==> config.mk <==
export PLATFORM = sky130hd
export DESIGN_NAME = dict_search_ctrl
export DESIGN_NICKNAME = d
export VERILOG_FILES = /design/src/rtl/dict_search_ctrl.sv
export SDC_FILE = /design/constraint.sdc
export NUM_CORES = 1
export LEC_CHECK = 0
export ABC_AREA = 1
export BUFFER_PORTS_ARGS = -buffer_cell sky130_fd_sc_hd__buf_2
export CAP_MARGIN = 20
export CELL_PAD_IN_SITES_DETAIL_PLACEMENT = 0
export CELL_PAD_IN_SITES_GLOBAL_PLACEMENT = 1
export CORE_ASPECT_RATIO = 1.25
export CORE_MARGIN = 2
export CORE_UTILIZATION = 33
export DETAILED_ROUTE_END_ITERATION = 12
export GPL_ROUTABILITY_DRIVEN = 0
export PLACE_DENSITY = 0.78
export RECOVER_POWER = 100
export SKIP_CTS_REPAIR_TIMING = 1
export SYNTH_ARGS = -nofsm -noshare
export SYNTH_HDL_FRONTEND = slang
export SYNTH_SLANG_ARGS = --single-unit
==> constraint.sdc <==
create_clock -name clk -period 1.4 [get_ports clk]
set_input_delay 0.42 -clock clk [delete_from_list [all_inputs] [get_ports clk]]
set_output_delay 0.42 -clock clk [all_outputs]
set_load 0.01 [all_outputs]
==> src/rtl/dict_search_ctrl.sv <==
// Sequencing controller for the dictionary search engine: one chained lookup per
// input byte, emits a match/literal token, and inserts misses with FIFO replacement.
module dict_search_ctrl #(
  parameter int unsigned KEY_W        = 8,
  parameter int unsigned IDX_W        = 4,
  parameter int unsigned CHAIN_LENGTH = 4
) (
  input  logic             clk,
  input  logic             reset,
  input  logic             in_valid,
  output logic             in_ready,
  input  logic [KEY_W-1:0] in_data,
  input  logic             in_last,
  output logic             srch_start,
  output logic [KEY_W-1:0] srch_key,
  input  logic             srch_done,
  input  logic             srch_hit,
  input  logic [IDX_W-1:0] srch_idx,
  output logic             dict_we,
  output logic [IDX_W-1:0] dict_waddr,
  output logic [KEY_W-1:0] dict_wdata,
  output logic             out_valid,
  input  logic             out_ready,
  output logic             out_is_match,
  output logic [KEY_W-1:0] out_data,
  output logic             out_last,
  output logic             busy,
  output logic [7:0]       timeout_cnt
);

  localparam int unsigned CNT_W  = $clog2(CHAIN_LENGTH + 2);
  localparam int unsigned FILL_W = IDX_W + 1;
  localparam logic [FILL_W-1:0] FILL_FULL = FILL_W'(2 ** IDX_W);
  localparam logic [CNT_W-1:0]  WAIT_LAST = CNT_W'(CHAIN_LENGTH);

  typedef enum logic [2:0] {
    S_IDLE,
    S_LOOKUP,
    S_WAIT,
    S_EMIT,
    S_INSERT
  } state_t;

  state_t              state_q, state_d;
  logic [KEY_W-1:0]    key_q, key_d;
  logic                last_q, last_d;
  logic                match_q, match_d;
  logic [KEY_W-1:0]    odata_q, odata_d;
  logic [IDX_W-1:0]    wptr_q, wptr_d;
  logic [FILL_W-1:0]   fill_q, fill_d;
  logic [CNT_W-1:0]    wcnt_q, wcnt_d;
  logic [7:0]          tmo_q, tmo_d;

  // State, datapath and registered control outputs decoded from the next state
  always_ff @(posedge clk) begin
    if (reset) begin
      state_q    <= S_IDLE;
      key_q      <= '0;
      last_q     <= 1'b0;
      match_q    <= 1'b0;
      odata_q    <= '0;
      wptr_q     <= '0;
      fill_q     <= '0;
      wcnt_q     <= '0;
      tmo_q      <= '0;
      in_ready   <= 1'b1;
      busy       <= 1'b0;
      srch_start <= 1'b0;
      dict_we    <= 1'b0;
      out_valid  <= 1'b0;
    end else begin
      state_q    <= state_d;
      key_q      <= key_d;
      last_q     <= last_d;
      match_q    <= match_d;
      odata_q    <= odata_d;
      wptr_q     <= wptr_d;
      fill_q     <= fill_d;
      wcnt_q     <= wcnt_d;
      tmo_q      <= tmo_d;
      in_ready   <= (state_d == S_IDLE);
      busy       <= (state_d != S_IDLE);
      srch_start <= (state_d == S_LOOKUP) && (fill_q != '0);
      dict_we    <= (state_d == S_INSERT);
      out_valid  <= (state_d == S_EMIT);
    end
  end

  // Next-state and datapath update
  always_comb begin
    state_d = state_q;
    key_d   = key_q;
    last_d  = last_q;
    match_d = match_q;
    odata_d = odata_q;
    wptr_d  = wptr_q;
    fill_d  = fill_q;
    wcnt_d  = wcnt_q;
    tmo_d   = tmo_q;
    case (state_q)
      S_IDLE: begin
        if (in_valid) begin
          key_d   = in_data;
          last_d  = in_last;
          state_d = S_LOOKUP;
        end
      end
      S_LOOKUP: begin
        if (fill_q == '0) begin
          match_d = 1'b0;
          odata_d = key_q;
          state_d = S_EMIT;
        end else begin
          wcnt_d  = '0;
          state_d = S_WAIT;
        end
      end
      S_WAIT: begin
        if (srch_done) begin
          match_d = srch_hit;
          odata_d = srch_hit ? KEY_W'(srch_idx) : key_q;
          state_d = S_EMIT;
        end else if (wcnt_q == WAIT_LAST) begin
          // Engine never answered: treat as a miss
          match_d = 1'b0;
          odata_d = key_q;
          if (tmo_q != 8'hff) tmo_d = tmo_q + 8'd1;
          state_d = S_EMIT;
        end else begin
          wcnt_d = wcnt_q + CNT_W'(1);
        end
      end
      S_EMIT: begin
        if (out_ready) state_d = match_q ? S_IDLE : S_INSERT;
      end
      S_INSERT: begin
        wptr_d = wptr_q + IDX_W'(1);
        if (fill_q != FILL_FULL) fill_d = fill_q + FILL_W'(1);
        state_d = S_IDLE;
      end
      default: state_d = S_IDLE;
    endcase
  end

  assign srch_key     = key_q;
  assign dict_wdata   = key_q;
  assign dict_waddr   = wptr_q;
  assign out_is_match = match_q;
  assign out_data     = odata_q;
  assign out_last     = last_q;
  assign timeout_cnt  = tmo_q;

endmodule

Word-level counts from Yosys, hierarchy flattened

Index checks and enable logic that the tools add are counted.

Add/sub/neg operators: 4
Multipliers: 0
Divide/modulo/power cells: 0
Magnitude comparators: 0
Equality and inequality tests: 15
Shift operators: 0
Muxes and demuxes: 20
Bitwise operators: 1
Reduce and logical (&&, ||, !) cells: 12

Operators by type and width:

| kind                  | number |
|---|---|
| $mux W8               | 4 |
| $mux W3               | 8 |
| $pmux W8 S2           | 1 |
| $pmux W3 S4           | 1 |
| $eq A3 B2 Y1 const B  | 3 |
| $eq A3 B3 Y1 const B  | 3 |
| $add A8 B1 Y8 const B | 1 |
| $ne A2 B2 Y1 const B  | 4 |
| $ne A8 B8 Y1 const B  | 1 |
| $reduce_and A4 Y1     | 2 |
| $eq A3 B1 Y1 const B  | 2 |
| $logic_not A3 Y1      | 2 |
| $pmux W3 S2           | 1 |
| $add A5 B1 Y5 const B | 1 |
| $logic_not A5 Y1      | 1 |
| $ne A5 B5 Y1 const B  | 1 |
| $reduce_bool A5 Y1    | 1 |
| $add A4 B1 Y4 const B | 1 |
| $mux W1               | 4 |
| $reduce_and A2 Y1     | 2 |
| $add A3 B1 Y3 const B | 1 |
| $ne A3 B3 Y1 const B  | 1 |
| $reduce_and A3 Y1     | 1 |
| $reduce_bool A3 Y1    | 1 |
| other kinds (4)       | 4 |

Register bits after elaboration: 46
Bits in latches: 0
Bits in writable memories: 0
ROM bits: 0
Input port bits: 19
Output and inout bits: 43
Word-level logic and storage cells: 66
Memories kept: 0

Logic depth before layout (Yosys ltp)

Gate-level depths: netlist of the first run.

Depth after elaboration: 6
Gate-level depth with buffers: 10

Worst setup path after synthesis of the first run

OpenSTA, ideal clock, no wires.

Kind: register to register
Start point: register wcnt_q[0]
End point: register odata_q[0] (netlist: out_data[0])
Setup time: 0.116 ns
Data arrival time: 1.215 ns
Data required time: 1.284 ns
Setup slack: 0.069 ns
Cell stages (with the launch flop): 10
Buffers on the path: 1
Path through: dfxtp_1 > inv_1 > ha_1 > nand2_1 > nand2_1 > nand2_4 > nand2_4 > buf_12 > o21ai_0 > nor2_1

Longest elaborated chain between the ends: 3

RTL lines:

| element                     | line | source |
|---|---|---|
| start: declaration          | 51   | `logic [CNT_W-1:0] wcnt_q, wcnt_d;` |
| start signal: assignment    | 79   | `wcnt_q <= wcnt_d;` |
| $eq A3 B3 Y1                | 123  | `end else if (wcnt_q == WAIT_LAST) begin` |
| $ne A3 B3 Y1 (no line)      | --   |  |
| $reduce_and A3 Y1 (no line) | --   |  |
| end signal: assignment      | 76   | `odata_q <= odata_d;` |
| end: declaration            | 48   | `logic [KEY_W-1:0] odata_q, odata_d;` |

No other way between the ends.
A chain may end at the register's enable or synchronous reset.

Worst setup path in the final report of the first run

Start point: register fill_q[0]
End point: register odata_q[6] (netlist: out_data[6])

Longest elaborated chain between the ends: 3

RTL lines:

| element                     | line | source |
|---|---|---|
| start: declaration          | 50   | `logic [FILL_W-1:0] fill_q, fill_d;` |
| start signal: assignment    | 78   | `fill_q <= fill_d;` |
| $logic_not A5 Y1            | 109  | `if (fill_q == '0) begin` |
| $ne A2 B2 Y1 (no line)      | --   |  |
| $reduce_and A3 Y1 (no line) | --   |  |

No other way between the ends.

==> metrics, run 1 <==
status finished clean; setup violators final 0; arrival time of the worst setup path 1580 ps; Worst R2R Start fill_q[0]; routed wire length 5.229 mm; Worst Min Path Start in_data[2]; DRT iter0 DRCs 48; I/O pin count 62; NumNets Final 396; vias in the first global route 1948; Max Fclk 0.7391 GHz; placed insts 441; routed vias 2088; r2r endpoint out_data[6]; Die Span X 77.03 µm; Synth Cell Area 0.002200 mm²; CP cell instances inv_4, ha_4, nand2_2, nor2_4, nand2_4, buf_12, nand2_4, nand3_1, a21oi_1; Hold WC Path Type input pin to register; htree depth 2; CTS Root Cell clkbuf_8; R2R cell count 9; DRT antenna net count 0; post-synthesis area per instance 7.431 µm²; WP buf/inv 2; layout cell share with drive strength beyond 1 27.15%; Setup Crit Path Kind register to register; Syn. warnings 0; Clock Latency Late Sink 290 ps; most common cell after layout, fill and taps aside nand2_1; Period Utilization, post-route 96.64%; CP most frequent cell nand2_4; Final Max Slew Viols 0; CORE AREA 0.006524 mm²; Initial Utilization 33.72%; port bufs 61; reg-to-reg slack, setup 50 ps; max cap viols 0; fin cells 459; CTS clk-pin slew, worst paths 80 ps; largest net degree at the start of global routing 18; Layout area overhead 31.34%; CTS Sinks 46; Die Y 95.28 µm; Max transition margin 76.34%; setup TNS 0 ps; Num CTS Buffers 5; n_diodes 0; via/cell ratio 4.549; commonest non-fill, non-tap cells in the layout 43 x nand2_1, 38 x dfxtp_1, 36 x clkbuf_1; cell area after layout 0.002889 mm²; global route overflow 0; Row Count 33; Final HPWL DP 3.880 mm; register area share after synthesis 41.87%; overall routing resource usage 14.34%; post-route DRC violation count 0; Yosys reg bits 46; clk_skew 2.604 ps; post-route setup slack 47.08 ps; worst slew pin tran 354.5 ps; CP Capture Type register; first-pass GRT wire length 8.480 mm; Static Leak 1.262 nW; Hold Path End dict_wdata[2]; critical path data required time 1630 ps; initial antenna violation count 0; DR pass1 iterations 3; Final Hold Viols 0; CP max stage delay 340 ps; startpoint class of the critical path register; critical path's top delay family simple AND/OR/NAND/NOR gates; die area 0.007339 mm²; Max Root-Sink Buffers 2; slowest cell on the critical path dfxtp_2; synth unique cells 31; WHS Path Cells 3; post-synth net total 321; TritonCTS clock tree done; pwr dens 1144 mW/mm²; peak supply drop 614.5 µV; Area after DPL 0.002611 mm²; post-synthesis cell count 296; routed len/inst 11.39 µm; pre-CTS setup slack 11.10 ps; Tmin final 1353 ps; crit-path max FO 5
report_power, final:
part | switching [W] | internal (W)
combinational | 0.000492 | 0.000322
clock | 0.000433 | 0.000532
sequential | 0.0000919 | 0.00143
total | 0.00102 | 0.00229
per-layer routing:
layer | wire, µm | vias to the layer above | track usage [%]
li1 | - | 1098 | -
met1 | 2291 | 947 | 16.64
met2 | 2668 | 37 | 26.68
met3 | 220 | 6 | 3.409
met4 | 48 | 0 | 3.571
met5 | 0 | - | 0
state kept, by name, summed over array words and instances, names as in the netlist:
name,count
out_data,8
wcnt_q,3
dict_wdata,8
dict_waddr,4
out_valid,1
fill_q,5
out_last,1
in_ready,1
state_q,3
busy,1
out_is_match,1
srch_start,1
timeout_cnt,8
dict_we,1
per-stage QoR:
stage	power [W]	hold slack (ps)	util, %
after floorplan	0.002067	457.0	-
after global placement	0.002274	432.4	40.03
after detailed placement	0.002278	438.6	40.03
after CTS	0.003260	388.4	41.71
after global routing	0.003514	413.2	44.28
final	0.003305	401.3	44.28
Yosys cell counts:
master	instances	area, µm²
nand3_1	21	105.1
inv_1	35	131.4
o21ai_1	1	5.000
inv_4	1	6.260
ha_1	6	75.07
xnor2_1	1	8.760
buf_2	5	25.02
buf_12	1	20.02
nand2_1	47	176.4
dfxtp_1	46	920.9
nor2_1	33	123.9
nand3b_1	2	15.01
nand3_4	1	17.52
nor2b_4	1	13.76
a21oi_1	26	130.1
nor2_2	1	6.260
inv_2	6	22.52
clkbuf_1	1	3.750
buf_1	1	3.750
o21ai_0	22	110.1
nand2_2	5	31.28
a31oi_1	1	6.260
nand3_2	2	20.02
nor3_1	6	30.03
xor2_1	3	26.28
nand2_4	3	33.78
nor2_4	1	11.26
buf_4	8	60.06
nand4_1	7	43.79
nor3b_1	1	7.510
inv_6	1	8.760
final cells by class:
cell class	instances	area, µm²
inverters	43	171.4
multi-input cells	192	1105
flip-flops and latches	46	930.9
fillers	723	3635
clock buffers	6	72.57
clock inverters	2	37.54
repair buffers	83	462.9
well taps	87	108.9
cells by family (layout without fill, tap and decap cells):
group | count (synthesis) | after routing | synth area share (%)
AO/OA/AOI/OAI | 50 | 50 | 11.43
AND/OR/NAND/NOR | 131 | 132 | 28.90
adder cells (fa/ha/maj) | 6 | 6 | 3.413
buffers and inverters | 59 | 134 | 12.80
XOR/XNOR | 4 | 4 | 1.593
flip-flops | 46 | 46 | 41.87
worst max path at each step:
stage / startpoint / endpoint / slack (ps) / depth (start not counted)
2_1_floorplan: wcnt_q[0] / out_data[0] / 70 / 9
3_3_place_gp: fill_q[0] / in_ready / 50 / 9
3_5_place_dp: fill_q[0] / in_ready / 10 / 9
4_1_cts: fill_q[0] / in_ready / -3 / 9
5_1_grt: fill_q[0] / out_data[6] / -40 / 9
6_report: fill_q[0] / out_data[6] / 50 / 9
worst register-to-register path, cell delays in order (launching register included):
cell     delay, ps
dfxtp_2        340
inv_4           70
ha_4           130
nand2_2         60
nor2_4         140
nand2_4        100
buf_12         140
nand2_4         90
nand3_1         80
a21oi_1        140
(Power assumes the default switching activity.)
==> inputs of run 2 (changes only) <==
==> constraint.sdc (replaced) <==
create_clock -name clk -period 1.4 [get_ports clk]
set_input_delay 0.14 -clock clk [delete_from_list [all_inputs] [get_ports clk]]
set_output_delay 0.14 -clock clk [all_outputs]
set_load 0.01 [all_outputs]
==> metrics, run 2 (synthesis results as in run 1) <==
setup violators final 0 (unchanged); Worst Min Path Start in_data[4]; Row Count 33 (unchanged); Tmin final 1292 ps (-60.50 ps); overall routing resource usage 14.39% (+0.049 points); CORE AREA 0.006524 mm² (unchanged); post-route DRC violation count 0 (unchanged); Psw 0.0009851 W (-3.1%); most common cell after layout, fill and taps aside nand2_1; Num CTS Buffers 5 (unchanged); Max Fclk 0.7737 GHz (+4.7%); CTS clk-pin slew, worst paths 90 ps (about the same); Min Hold Slack 117.2 ps (-284.1 ps); status finished clean; CTS Sinks 46 (unchanged); Final Max Slew Viols 0 (unchanged); Final HPWL DP 3.833 mm (-1.2%); CP cell instances inv_2, ha_4, nand2_2, nor2_4, nand2_4, buf_4, nand3_2, nand2_1, a21oi_1; global route overflow 0 (unchanged); Hold Path End dict_wdata[4]; cell area after layout 0.002700 mm² (-6.5%); Setup Crit Path Kind register to register; Die Y 95.28 µm (unchanged); htree depth 2 (unchanged); TritonCTS clock tree done; setup TNS 0 ps (unchanged); NumNets Final 385 (-2.8%); Initial Utilization 33.72% (unchanged); largest net degree at the start of global routing 20 (+2); R2R cell count 9 (unchanged); crit-path max FO 7 (+2); Die Span X 77.03 µm (unchanged); arrival time of the worst setup path 1520 ps (-60 ps); commonest non-fill, non-tap cells in the layout 43 x nand2_1, 41 x dfxtp_1, 40 x clkbuf_1; Max Root-Sink Buffers 2 (unchanged); initial antenna violation count 0 (unchanged); WHS Path Cells 3 (unchanged); clk_skew 10.43 ps (+7.824 ps); DRT iter0 DRCs 44 (-8.3%); pwr dens 1115 mW/mm² (-2.6%); n_diodes 0 (unchanged); worst slew pin tran 272.5 ps (-81.99 ps); CP max stage delay 330 ps (about the same); Area after DPL 0.002569 mm² (-1.6%); max cap viols 0 (unchanged); Clk pwr share 26.0% (-3.2 points); DRT antenna net count 0 (unchanged); layout cell share with drive strength beyond 1 21.94% (-5.2 points); CTS Root Cell clkbuf_8; reg-to-reg slack, setup 110 ps (+60 ps); Final Hold Viols 0 (unchanged); Worst R2R Start fill_q[1]; peak supply drop 462.9 µV (-25%); Final Util 41.39% (-2.9 points); internal power consumption 0.002025 W (-12%); slowest cell on the critical path dfxtp_1; r2r endpoint wcnt_q[1]; critical path data required time 1630 ps (about the same); overall power 0.003010 W (-8.9%); DR pass1 iterations 4 (+1); vias in the first global route 1966 (+0.92%); Seq pwr share 50.7% (+4.5 points); Clock Latency Late Sink 300 ps (about the same); startpoint class of the critical path register; I/O pin count 62 (unchanged); Net Sw Frac 32.73% (+2.0 points); Static Leak 1.152 nW (-8.8%); Comb pwr share 23.2% (-1.4 points); Hold WC Path Type input pin to register; port bufs 61 (unchanged); Max transition margin 81.64% (+5.3 points); Period Utilization, post-route 92.32% (-4.3 points); routed len/inst 11.13 µm (-2.3%); via/cell ratio 4.532 (-0.36%); first-pass GRT wire length 8.535 mm (+0.65%); Layout area overhead 22.75%; CP Capture Type register; routed vias 2026 (-3.0%); die area 0.007339 mm² (unchanged); routed wire length 4.973 mm (-4.9%)
run 2: cell types whose count changed in the layout (fill, tap and decap cells not counted), sizes merged:
cell and change:
nand2 -1, bufinv -1, clkbuf +4, clkinvlp +1
buf -15
run 2: cell type report:
class,instances,area [µm²]
fillers,739,3824
inverters,43,173.9
repair buffers,73,342.8
flip-flops and latches,46,927.1
multi-input cells,191,1064
clock buffers,5,68.82
well taps,87,108.9
clock inverters,2,15.01
run 2: metrics by stage:
step / cells / worst slack, ps
floorplan: 296 / 69.44
global placement: 437 / 60.29
detailed placement: 437 / -2.433
CTS: 444 / -14.48
global route: 447 / -8.442
finish: 447 / 107.6
run 2: worst max path at each step:
| stage | start | end | slack, ps | cells past startpoint |
|---|---|---|---|---|
| after floorplan | wcnt_q[0] | out_data[0] | 70 | 9 |
| after global placement | fill_q[0] | in_ready | 60 | 9 |
| after detailed placement | timeout_cnt[1] | timeout_cnt[0] | -2 | 8 |
| after CTS | timeout_cnt[1] | timeout_cnt[0] | -10 | 8 |
| after global routing | wcnt_q[0] | timeout_cnt[1] | -8 | 9 |
| final | fill_q[1] | wcnt_q[1] | 110 | 9 |
run 2: per-layer routing:
| metal | track usage [%] | share of wire, % | routed length [µm] | vias to the layer above |
|---|---|---|---|---|
| li1 | - | - | - | 1070 |
| met1 | 16.78 | 43 | 2148 | 911 |
| met2 | 26.46 | 52 | 2567 | 41 |
| met3 | 3.409 | 4.8 | 237 | 4 |
| met4 | 4.018 | 0.40 | 20 | 0 |
| met5 | 0 | 0 | 0 | - |
run 2: worst max-delay path: cells and delay by family, from the launching register on:
family	cells	cell delay (ps)
flip-flops	1	330
buffers and inverters	2	260
adder cells (fa/ha/maj)	1	130
AO/OA/AOI/OAI	1	110
AND/OR/NAND/NOR	5	400
run 2: power groups by stage:
stage          clock network, W  registers [W]  logic [W]
6_report               0.000784        0.00153   0.000699
5_1_grt                0.000878        0.00155   0.000794
4_1_cts                0.000819        0.00153   0.000708
3_5_place_dp                  0        0.00156   0.000707
3_3_place_gp                  0        0.00155   0.000701
2_1_floorplan                 0        0.00159   0.000476
